## src/rtl/io_map_pkg.sv

```systemverilog
// Memory-mapped I/O register offsets shared by the I/O controller and the EX-stage DMEM/IO select.
package io_map_pkg;

  typedef logic [7:0] io_off_t;

  localparam io_off_t IO_UART_CTRL = 8'h00;
  localparam io_off_t IO_UART_RX   = 8'h04;
  localparam io_off_t IO_UART_TX   = 8'h08;
  localparam io_off_t IO_CYC_CNT   = 8'h10;
  localparam io_off_t IO_INST_CNT  = 8'h14;
  localparam io_off_t IO_CNT_RST   = 8'h18;

  // Region match is on the top address nibble only.
  function automatic logic io_in_range(input logic [3:0] addr_hi, input logic [3:0] base_hi);
    return (addr_hi == base_hi);
  endfunction

endpackage

```

## src/rtl/io_counter.sv

```systemverilog
// Wrapping free-running counter with synchronous clear that wins over increment.
module io_counter #(
  parameter int CNT_W = 32
) (
  input  logic             clk,
  input  logic             rst,
  input  logic             inc,
  input  logic             clr,
  output logic [CNT_W-1:0] q
);

  logic [CNT_W-1:0] cnt_q;
  logic [CNT_W-1:0] cnt_d;

  // Next count: clear first, then optional increment.
  always_comb begin
    cnt_d = cnt_q;
    if (clr) begin
      cnt_d = '0;
    end else if (inc) begin
      cnt_d = cnt_q + CNT_W'(1);
    end else begin
      cnt_d = cnt_q;
    end
  end

  // Count register.
  always_ff @(posedge clk or negedge rst) begin
    if (!rst) begin
      cnt_q <= '0;
    end else begin
      cnt_q <= cnt_d;
    end
  end

  assign q = cnt_q;

endmodule

```

## src/rtl/mmio_io_ctrl.sv

```systemverilog
// MMIO controller: UART byte bridge plus cycle/retired-instruction counters, one-cycle read latency.
module mmio_io_ctrl
  import io_map_pkg::*;
#(
  parameter logic [31:0] IO_BASE = 32'h8000_0000,
  parameter int          CNT_W   = 32
) (
  input  logic        clk,
  input  logic        rst,
  input  logic [31:0] addr,
  input  logic [31:0] wdata,
  input  logic        we,
  input  logic        re,
  input  logic        inst_retire,
  output logic [31:0] rdata,
  output logic [7:0]  uart_tx_data,
  output logic        uart_tx_valid,
  input  logic        uart_tx_ready,
  input  logic [7:0]  uart_rx_data,
  input  logic        uart_rx_valid,
  output logic        uart_rx_ready
);

  logic             in_range_s;
  io_off_t          off_s;
  logic             rd_s;
  logic             wr_s;
  logic             cnt_clr_s;
  logic [CNT_W-1:0] cyc_cnt_s;
  logic [CNT_W-1:0] inst_cnt_s;
  logic             unused_s;

  logic [31:0] rdata_q,    rdata_d;
  logic        tx_valid_q, tx_valid_d;
  logic [7:0]  tx_byte_q,  tx_byte_d;
  logic        rx_full_q,  rx_full_d;
  logic [7:0]  rx_byte_q,  rx_byte_d;

  assign in_range_s = io_in_range(addr[31:28], IO_BASE[31:28]);
  assign off_s      = addr[7:0];
  assign rd_s       = re && in_range_s;
  assign wr_s       = we && in_range_s;
  assign cnt_clr_s  = wr_s && (off_s == IO_CNT_RST);
  assign unused_s   = ^{addr[27:8], wdata[31:8]};

  io_counter #(.CNT_W(CNT_W)) u_cyc (
    .clk (clk),
    .rst (rst),
    .inc (1'b1),
    .clr (cnt_clr_s),
    .q   (cyc_cnt_s)
  );

  io_counter #(.CNT_W(CNT_W)) u_inst (
    .clk (clk),
    .rst (rst),
    .inc (inst_retire),
    .clr (cnt_clr_s),
    .q   (inst_cnt_s)
  );

  // Read mux sampled from pre-edge state; rdata holds when no in-range read.
  always_comb begin
    rdata_d = rdata_q;
    if (rd_s) begin
      case (off_s)
        IO_UART_CTRL: rdata_d = {30'h0, rx_full_q, !tx_valid_q};
        IO_UART_RX:   rdata_d = {24'h0, rx_byte_q};
        IO_CYC_CNT:   rdata_d = 32'(cyc_cnt_s);
        IO_INST_CNT:  rdata_d = 32'(inst_cnt_s);
        default:      rdata_d = 32'h0;
      endcase
    end else begin
      rdata_d = rdata_q;
    end
  end

  // TX slot: handshake frees it, but a store only lands if it was free before the edge.
  always_comb begin
    tx_valid_d = tx_valid_q;
    tx_byte_d  = tx_byte_q;
    if (wr_s && (off_s == IO_UART_TX) && !tx_valid_q) begin
      tx_valid_d = 1'b1;
      tx_byte_d  = wdata[7:0];
    end else if (tx_valid_q && uart_tx_ready) begin
      tx_valid_d = 1'b0;
    end else begin
      tx_valid_d = tx_valid_q;
    end
  end

  // RX slot: fill only when empty, pop only when full, so the two are exclusive.
  always_comb begin
    rx_full_d = rx_full_q;
    rx_byte_d = rx_byte_q;
    if (uart_rx_valid && !rx_full_q) begin
      rx_full_d = 1'b1;
      rx_byte_d = uart_rx_data;
    end else if (rd_s && (off_s == IO_UART_RX) && rx_full_q) begin
      rx_full_d = 1'b0;
    end else begin
      rx_full_d = rx_full_q;
    end
  end

  // State registers.
  always_ff @(posedge clk or negedge rst) begin
    if (!rst) begin
      rdata_q    <= 32'h0;
      tx_valid_q <= 1'b0;
      tx_byte_q  <= 8'h0;
      rx_full_q  <= 1'b0;
      rx_byte_q  <= 8'h0;
    end else begin
      rdata_q    <= rdata_d;
      tx_valid_q <= tx_valid_d;
      tx_byte_q  <= tx_byte_d;
      rx_full_q  <= rx_full_d;
      rx_byte_q  <= rx_byte_d;
    end
  end

  assign rdata         = rdata_q;
  assign uart_tx_valid = tx_valid_q;
  assign uart_tx_data  = tx_byte_q;
  assign uart_rx_ready = !rx_full_q;

endmodule

```

## config.mk

```make
export PLATFORM = sky130hd
export DESIGN_NAME = mmio_io_ctrl
export DESIGN_NICKNAME = d
export VERILOG_FILES = /design/src/rtl/io_map_pkg.sv /design/src/rtl/io_counter.sv /design/src/rtl/mmio_io_ctrl.sv
export SDC_FILE = /design/constraint.sdc
export NUM_CORES = 1
export LEC_CHECK = 0
export CAP_MARGIN = 15
export CORE_MARGIN = 10
export CORE_UTILIZATION = 60
export DETAILED_ROUTE_END_ITERATION = 8
export DONT_BUFFER_PORTS = 1
export PLACE_DENSITY_LB_ADDON = 0.12
export RECOVER_POWER = 50
export SLEW_MARGIN = 40
export SYNTH_ARGS = -nofsm -noshare
export SYNTH_HDL_FRONTEND = slang
export SYNTH_SLANG_ARGS = --single-unit
```

## constraint.sdc

```tcl
create_clock -name clk -period 2.5 [get_ports clk]
set_input_delay 0 -clock clk [delete_from_list [all_inputs] [get_ports clk]]
set_output_delay 0 -clock clk [all_outputs]
set_load 0.05 [all_outputs]
```

==> results of run 1 <==
-- cell type report --
class / count / area [um^2]
inverter: 5 / 18.8
fill: 588 / 2240
timing repair buffer: 44 / 443
sequential: 114 / 2850
clock inverter: 15 / 185
tap: 108 / 135
multi-input combinational: 373 / 2470
clock buffer: 17 / 414
-- per-stage QoR --
step	hold WS, ns	power [mW]	std cells	util (%)	instance area (um^2)
CTS	-0.840	5.11	676	74.4	6520
finish	-0.815	5.10	676	74.4	6520
global route	-0.838	5.29	676	74.4	6520
detailed placement	-0.291	2.60	608	63.4	5550
global placement	-0.291	2.57	608	63.4	5550
floorplan	-0.296	2.50	518	-	5450
-- state kept, by name (all words and copies together), names as in the netlist --
signal and count:
rdata 32, u_cyc.q 32, u_inst.q 32, rx_byte_q 8
uart_tx_data 8, rx_full_q 1, uart_tx_valid 1
-- cell usage after synthesis (all sizes together), types with 7 or more instances --
| cell type | n |
|---|---|
| dfrtp | 114 |
| nor3 | 7 |
| and3 | 13 |
| buf | 9 |
| mux2 | 22 |
| mux2i | 25 |
| nand2 | 52 |
| nor2 | 65 |
| nor4 | 13 |
| nand4 | 26 |
| xnor2 | 24 |
| xor2 | 34 |
| nand3 | 17 |
| o21ai | 30 |
| clkbuf | 17 |
-- per-layer routing --
layer,part of all wire [%],up-vias,track usage (%)
met4,1.9,0,7.92
met1,41,2004,25.6
met5,0,-,0
met2,49,130,31.8
li1,-,1885,-
met3,8.6,21,7.55
-- cells by family (layout without fill, tap and decap cells) --
family / Yosys count / after routing / synth area share (%)
AOI/OAI and AO/OA: 46 / 46 / 4.82
xor gates and xnor gates: 58 / 58 / 9.32
adders and majority gates: 2 / 2 / 0.459
buffers and inverters: 31 / 81 / 2.39
DFF: 114 / 114 / 52.3
muxes: 49 / 49 / 9.96
and+or+nand+nor: 218 / 218 / 20.7
-- power groups by stage --
stage	registers [mW]	logic (mW)	clock network, mW
6_report	2.21	0.480	2.41
5_1_grt	2.23	0.523	2.53
4_1_cts	2.20	0.466	2.44
3_5_place_dp	2.24	0.361	0
3_3_place_gp	2.22	0.348	0
2_1_floorplan	2.18	0.325	0
-- how the worst min path moves through the flow --
stage                     start               endpoint  slack (ns)  cells past startpoint
after global placement      rst  rdata[19]$_DFFE_PN0P_       -0.29                      0
after detailed placement    rst  rdata[20]$_DFFE_PN0P_       -0.29                      0
after floorplan             rst   rdata[0]$_DFFE_PN0P_       -0.30                      0
final                       rst  rdata[20]$_DFFE_PN0P_       -0.81                      0
after global routing        rst  rdata[20]$_DFFE_PN0P_       -0.84                      0
after CTS                   rst   rdata[2]$_DFFE_PN0P_       -0.84                      0
-- worst register-to-register path, stage by stage (launching register included) --
cell           delay [ns]
dfrtp_1              0.41
nor2b_1              0.64
mux2_2               0.42
dlygate4sd3_1        0.57
-- cell usage in the layout, fill, tap and decap left out, types with 13 or more instances in the layout --
cell type | Yosys | final
dfrtp_1 | 114 | 114
clkbuf_16 | 0 | 16
nand2_1 | 52 | 52
nand4_1 | 25 | 25
xnor2_1 | 24 | 24
mux2_2 | 22 | 22
o21ai_0 | 29 | 29
and3_1 | 13 | 13
nand3_1 | 15 | 15
xor2_1 | 34 | 34
mux2i_1 | 25 | 25
dlygate4sd3_1 | 0 | 35
nor2_1 | 64 | 64
==> metrics.cfg, run 1 <==
[drt]
wirelength_um = 13100
drt-pass1-iter-count = 4
remaining_drc_errors = 0
routed_via_density = 5.98
dr_total_vias = 4040
drtAntennaViolNets = 0
drtIter0Drc = 329
wl_per_cell_um = 19.3

[grt]
track_usage_pct = 20.5
antenna_found_initial = 0
grt_pass1_wl_um = 21800
grt_max_degree = 115
first_global_vias = 4176
grt.overflow.total = 0

[clock_tree]
root_buffer = clkbuf_8
cts.sinks = 114
cts_made_buffers = 17
cts_tree = done
cts_max_level = 4
clock_latency_ns = 0.51
post_cts_resized = 0
holdBufCountCts = 36
postCtsSetupRepairBufs = 0
cts_buffer_depth = 2
path_clk_slew_ns = 0.06

[die]
start_util_pct = 62.2
core_um2 = 8760
dieArea_um2 = 13300
pin_count = 121
die_y_um = 115
num_rows = 34
dieWidth_um = 115

[logic_synthesis]
synth_top_cell_by_area = dfrtp_1
async_reset_ff_share_pct = 100
ys.flop_type = dfrtp_1
yosys_warnings = 0
seq_area_frac_synth_pct = 52.3
netlist_area_um2 = 5450
yosysTopAreaCellShare_pct = 52.3
netlist-cell-type-count = 41
synthTopCellsByArea = dfrtp_1 52%, xor2_1 5.5%, mux2i_1 4.6%
synth_edf_count = 0
syn_area_per_cell_um2 = 10.5
syn_inst = 518
synth_seq_cells = 114
synthesis.nets = 599

[timing]
fin_skew_ns = 0.0122
max-slew-margin-rel_pct = 46.6
tightest_slew_ns = 0.800
grt_setup_unrepaired = no
setup_tns_ns = 0
fin_crit_ns = 2.15
hold_viol_final = 114
fmax_mhz = 465
setup_ws_ns = 0.350
final_max_slew_viol_count = 0
setup_violations = 0
holdWs_ns = -0.815
finalCritPeriodShare_pct = 86.0

[worst_setup_path]
path_class = reg2reg
cp_max_fo = 9
crit_chain = nor2b_1, mux2_2, dlygate4sd3_1
critPathLaunch = rx_full_q$_DFFE_PN0P_
worst-path-stages = 3
end_kind = flop
critical-path-slowest-cell = nor2b_1
path_delay_family = simple AND/OR/NAND/NOR gates
crit_path_max_incr_delay_ns = 0.64
r2r_end = rx_byte_q[3]$_DFFE_PN0P_
path_buf_inv = 1
reg2reg_slack_ns = 0.35
critPathCapture = rx_byte_q[3]$_DFFE_PN0P_
cp.required_ns = 2.90
worst_r2r_path_depth = 3
start_kind = flop
rr_startpoint = rx_full_q$_DFFE_PN0P_
crit_arrival_ns = 2.55

[pwr]
irDropWorstVdd_mv = 0.427
p_leak_nw = 2.90
power_density_nw_per_um2 = 782
p_seq_share_pct = 43.3
swShare_pct = 25.4
switchingPower_mw = 1.30
p_int_mw = 3.80
combPwrFrac_pct = 9.4
power_frac_clock_pct = 47.3

[flow_run]
drv_cap = 0

[finish]
fin_nets = 636
drive_gt1_share_pct = 13.4
n_antenna_cell = 0
area_growth_pct = 19.7

[run_status]
status = complete, but fails checks
violations = hold timing

[placed_design]
io_buffers = 0
post-place-ws_ns = 0.522
dp_hpwl_um = 7930
gp_routability_congestion = 0.794

[hold_path]
hp-class = in2async

No activity file was read; power rests on OpenSTA's default activity.
==> inputs of run 2 (changes only) <==
Settings changed: CORE_UTILIZATION 60 to 57, GPL_ROUTABILITY_DRIVEN set to 0.
Clock period 2.5 ns to 1.73 ns, I/O delays scaled along.
==> run 2 against run 1 <==
Global-route usage grew 1.9 points. First-iteration DRC count rose by 42%. Routed wire length rose by 20%. Clock-buffer cell count rose by 2. Flip-flop and latch count is the same. Critical endpoint is now u_cyc.q[26]$_DFF_PN0_. Non-clock buffer count grew 82. Highest routed layer unchanged. The run ends with hold timing, setup timing left. Cell count grew 15%. Register-to-register slack got worse by 0.39 ns.
==> metrics.cfg, run 2 (same netlist as run 1, synthesis figures left out) <==
[clock_tree]
clock_latency_ns = 0.52
root_buffer = clkbuf_8
cts_made_buffers = 17
path_clk_slew_ns = 0.06
cts.sinks = 114
cts_buffer_depth = 2
cts_max_level = 4
cts_tree = done

[drt]
drt-pass1-iter-count = 7
wirelength_um = 15700
routed_via_density = 5.88
drtAntennaViolNets = 0
wl_per_cell_um = 20.2
remaining_drc_errors = 0
drtIter0Drc = 467
dr_total_vias = 4580

[finish]
fin_nets = 718
fin_area_um2 = 7320
instances_no_fill = 779
area_growth_pct = 34.3
n_antenna_cell = 0
final_cell_mix = 110 x dfrtp_1, 84 x buf_4, 64 x nor2_1
final_util_pct = 78.9
drive_gt1_share_pct = 26.6
final_common_cell = dfrtp_1

[grt]
antenna_found_initial = 0
track_usage_pct = 22.4
grt.overflow.total = 0
grt_pass1_wl_um = 25300
first_global_vias = 4825
grt_max_degree = 115

[worst_setup_path]
critical-path-slowest-cell = dlygate4sd3_1
cp_max_fo = 59
worst_r2r_path_depth = 7
path_buf_inv = 3
crit_path_max_incr_delay_ns = 0.75
start_kind = input port
crit_top_cell = dlygate4sd3_1
critPathLaunch = we
worst-path-stages = 6
cp.required_ns = 2.13
crit_arrival_ns = 2.20
path_delay_family = buffers and inverters
path_class = in2reg
r2r_end = u_cyc.q[30]$_DFF_PN0_
critPathCapture = u_cyc.q[26]$_DFF_PN0_
crit_chain = dlygate4sd3_1, nand4b_1, nor4b_2, bufbuf_16, dlygate4sd3_1, nor2_1
reg2reg_slack_ns = -0.04
end_kind = flop
rr_startpoint = u_cyc.q[0]$_DFF_PN0_

[timing]
final_max_slew_viol_count = 0
grt_setup_unrepaired = yes
fmax_mhz = 554
setup_violations = 8
fin_skew_ns = 0.00840
max-slew-margin-rel_pct = 63.9
holdWs_ns = -0.820
fin_crit_ns = 1.81
tightest_slew_ns = 0.540
finalCritPeriodShare_pct = 104
setup_ws_ns = -0.0763
hold_viol_final = 115

[pwr]
p_int_mw = 5.78
p_seq_share_pct = 40.8
p_leak_nw = 3.41
irDropWorstVdd_mv = 0.867
switchingPower_mw = 1.96
combPwrFrac_pct = 12.2
power_frac_clock_pct = 47.0
swShare_pct = 25.3
power_density_nw_per_um2 = 1060

[die]
core_um2 = 9280
pin_count = 121
die_y_um = 118
num_rows = 35
start_util_pct = 58.7
dieArea_um2 = 13900
dieWidth_um = 118

[placed_design]
io_buffers = 0
dp_cells = 697
place_area_um2 = 6100
dp_hpwl_um = 8660

[flow_run]
drv_cap = 0

[run_status]
status = complete, but fails checks
violations = hold timing, setup timing

[hold_path]
hp-class = in2async

## run 2: cell types whose count changed in the layout (fill, tap and decap cells not counted), moves of 3 or more
| cell | change |
|---|---|
| dfrtp_1 | -4 |
| o21ai_0 | -7 |
| o21ai_1 | +6 |
| dfrtp_2 | +4 |
| buf_6 | +5 |
| nor4_1 | -7 |
| nor4_2 | +5 |
| clkinv_4 | -3 |
| buf_4 | +77 |
## run 2: routing by layer
layer,up-vias,wire length [um],track usage (%)
met5,-,0,0
met4,0,425,8.04
met3,43,1180,6.67
met2,221,7760,36.6
met1,2272,6370,27.4
li1,2044,-,-
## run 2: layout make-up
type                    instances  area [um^2]
multi-input cells             373         2570
clock inverters                13          184
fillers                       584         1960
clock buffers                  19          432
inverters                       5         18.8
repair buffers                126         1090
flip-flops and latches        114         2860
well taps                     129          161
## run 2: worst min path at each step
stage          depth (start not counted)  slack (ns)                     to  startpoint
2_1_floorplan                          0       -0.30   rdata[0]$_DFFE_PN0P_         rst
3_3_place_gp                           0       -0.29  rdata[20]$_DFFE_PN0P_         rst
3_5_place_dp                           0       -0.29  rdata[20]$_DFFE_PN0P_         rst
4_1_cts                                0       -0.83   rdata[9]$_DFFE_PN0P_         rst
5_1_grt                                0       -0.84   rdata[9]$_DFFE_PN0P_         rst
6_report                               0       -0.82   rdata[9]$_DFFE_PN0P_         rst
## run 2: power by group through the flow
stage,clock network [mW],registers [mW],logic (mW)
2_1_floorplan,0,3.16,0.475
3_3_place_gp,0,3.14,0.755
3_5_place_dp,0,3.16,0.778
4_1_cts,3.64,3.12,0.889
5_1_grt,3.81,3.18,1.03
6_report,3.64,3.16,0.946
## run 2: through the flow
step | TNS (ns) | setup slack [ns] | total power, mW
after floorplan | -0.0603 | -0.0603 | 3.63
after CTS | -0.00393 | -0.00393 | 7.64
after global placement | -0.0510 | -0.0206 | 3.90
after detailed placement | -0.287 | -0.0826 | 3.94
after global routing | -1.18 | -0.141 | 8.02
final | -0.260 | -0.0763 | 7.74
## run 2: what timing repair did
item	4_1_cts	5_1_grt
setup endpoints to repair	7	60
hold buffers	40	4
pin swaps	3	10
resized for setup	1	33
endpoints found under the hold margin	228	125
setup buffers	5	8
cloned	0	1
==> inputs of run 3 (changes only) <==
Settings changed: ABC_AREA set to 1, CORE_UTILIZATION 57 to 58, GPL_TIMING_DRIVEN set to 0.
==> run 3 against run 2 <==
The flow still finishes with violations (hold timing, setup timing). Die area increased by 12%. Worst hold slack worse by 0.031 ns. Synthesized cell count increased by 67%. Utilization is 8.9 points lower. Largest power group is now sequential cells.
==> metrics.cfg, run 3 <==
[drt]
top_layer = met4
wirelength_met1_um = 7610
met2_wirelength_um = 8920
wl_met3_um = 1310
dr_total_vias = 5956
drtIter0Drc = 611
drt-pass1-iter-count = 5
remaining_drc_errors = 0
wirelength_um = 18500
drtAntennaViolNets = 0
wl_per_cell_um = 17.2
routed_via_density = 5.54

[pwr]
irDropWorstVdd_mv = 0.983
power_density_nw_per_um2 = 1050
p_leak_nw = 3.90

[hold_path]
hp-class = in2async

[placed_design]
dp_hpwl_um = 12700
place_area_um2 = 6560
io_buffers = 0

[die]
core_um2 = 10800
pin_count = 121
start_util_pct = 59.1
dieWidth_um = 125
die_y_um = 125
dieArea_um2 = 15600
num_rows = 38

[logic_synthesis]
syn_area_per_cell_um2 = 7.39
async_reset_ff_share_pct = 100
synth_top_cell_by_area = dfrtp_1
seq_area_frac_synth_pct = 44.7
synthTopCellsByCount = 282 x nand2_1, 117 x nor2_1, 114 x dfrtp_1
netlist-cell-type-count = 35
synth_seq_cells = 114
synth_most_common_cell = nand2_1
synth_edf_count = 0
synthTopCellsByArea = dfrtp_1 45%, nand2_1 17%, nor2_1 6.9%
yosysTopAreaCellShare_pct = 44.7
synthesis.nets = 944
netlist_area_um2 = 6380
syn_inst = 863
ys.flop_type = dfrtp_1
yosys_warnings = 0

[finish]
final_common_cell = nand2_1
final_util_pct = 70.0
fin_nets = 1004
final_cell_mix = 282 x nand2_1, 116 x nor2_1, 112 x dfrtp_1
drive_gt1_share_pct = 13.9
fillerInstances = 842
regArea_um2 = 2860
multiInputGateArea_um2 = 3050
fin_area_um2 = 7550
area_growth_pct = 18.3

[timing]
max-slew-margin-rel_pct = 53.2
fin_skew_ns = 0.0115
fin_crit_ns = 1.75
grt_setup_unrepaired = yes
holdWs_ns = -0.851
finalCritPeriodShare_pct = 101
setup_ws_ns = -0.0223
fmax_mhz = 571
hold_viol_final = 114
setup_tns_ns = -0.0223
setup_violations = 1
final_max_slew_viol_count = 0
tightest_slew_ns = 0.701

[clock_tree]
cts_tree = done
path_clk_slew_ns = 0.06
cts_max_level = 4
cts_buffer_depth = 2
clock_latency_ns = 0.55
root_buffer = clkbuf_8
cts.sinks = 114
cts_made_buffers = 17

[worst_setup_path]
r2r_end = uart_tx_data[6]$_DFFE_PN0P_
reg2reg_slack_ns = -0.02
rr_startpoint = uart_tx_valid$_DFFE_PN0P_
crit_arrival_ns = 2.17
critical-path-slowest-cell = dfrtp_1
end_kind = flop
worst_r2r_path_depth = 5
crit_path_max_incr_delay_ns = 0.59
cp_max_fo = 10
path_class = reg2reg
start_kind = flop
cp.required_ns = 2.15
crit_chain = nor2_1, nand3_2, buf_2, nand2_1, o21ai_1

[run_status]
violations = hold timing, setup timing
status = complete, but fails checks

[grt]
antenna_found_initial = 1
grt_pass1_wl_um = 29400
track_usage_pct = 23.3
grt.overflow.total = 0
grt_max_degree = 115
first_global_vias = 5796

[flow_run]
drv_cap = 0

-- run 3: cell types whose count changed after synthesis, moves of 23 or more --
cell,previous run,this run
mux2i_1,25,0
inv_1,5,95
nand2_1,52,282
nor2_1,64,117
xor2_1,34,5
xnor2_1,24,1
nand3_1,15,64
-- run 3: logic make-up (layout without fill, tap and decap cells) --
kind of cell | after synthesis | in the layout | synth area share, %
and+or+nand+nor | 532 | 532 | 36.3
buffers and inverters | 124 | 196 | 8.02
DFF | 114 | 114 | 44.7
AOI/OAI and AO/OA | 77 | 77 | 8.31
muxes | 8 | 8 | 1.41
xor gates and xnor gates | 6 | 6 | 0.824
adders and majority gates | 2 | 2 | 0.392
other | 0 | 1 | 0
-- run 3: stage by stage --
step | cells | power (mW) | worst slack (ns)
6_report | 1076 | 7.93 | -0.0223
5_1_grt | 1076 | 8.27 | -0.0610
4_1_cts | 1069 | 7.82 | 0.0324
3_5_place_dp | 1003 | 4.51 | 0.123
3_3_place_gp | 1003 | 4.44 | 0.147
2_1_floorplan | 863 | 4.19 | 0.290
-- run 3: cell type report --
cell class	count	area share, %
Antenna cell	1	0.0331
Buffer	18	1.52
Clock buffer	26	6.59
Clock inverter	5	0.663
Inverter	105	5.25
Multi-Input combinational cell	625	40.4
Sequential cell	114	37.8
Tap cell	140	2.32
Timing Repair Buffer	42	5.43
-- run 3: per-layer routing --
| metal | global-route usage (%) | vias to the layer above |
|---|---|---|
| li1 | - | 2840 |
| met1 | 28.6 | 2819 |
| met2 | 37.4 | 239 |
| met3 | 7.19 | 58 |
| met4 | 9.49 | 0 |
| met5 | 0 | - |
-- run 3: timing repair --
| item | CTS | global route |
|---|---|---|
| endpoints found under the setup margin | 0 | 48 |
| setup buffers | 0 | 6 |
| gates resized for setup | 0 | 17 |
| endpoints found under the hold margin | 178 | 125 |
| hold buffers | 35 | 2 |
-- run 3: worst max path at each step --
stage	startpoint	end	slack, ns
after CTS	addr[1]	rdata[11]$_DFFE_PN0P_	0.03
final	uart_tx_valid$_DFFE_PN0P_	uart_tx_data[6]$_DFFE_PN0P_	-0.02
after global placement	u_cyc.q[0]$_DFF_PN0_	u_cyc.q[22]$_DFF_PN0_	0.15
after global routing	addr[3]	rdata[3]$_DFFE_PN0P_	-0.06
after floorplan	rx_full_q$_DFFE_PN0P_	rx_byte_q[0]$_DFFE_PN0P_	0.29
after detailed placement	u_inst.q[0]$_DFFE_PN0P_	u_inst.q[30]$_DFFE_PN0P_	0.12
-- run 3: where the power goes --
part | total [mW] | leakage (nW) | internal [mW] | switching, mW
Sequential | 3.42 | 1.40 | 3.02 | 0.406
Combinational | 1.24 | 2.23 | 0.479 | 0.760
Clock | 3.27 | 0.275 | 2.08 | 1.19
Total | 7.93 | 3.90 | 5.57 | 2.36
-- run 3: critical path: cells and delay by family, from the launching register on --
family	cells	cell delay, ns
AO/OA/AOI/OAI	1	0.07
buffers and inverters	1	0.26
flip-flops	1	0.59
AND/OR/NAND/NOR	3	0.70
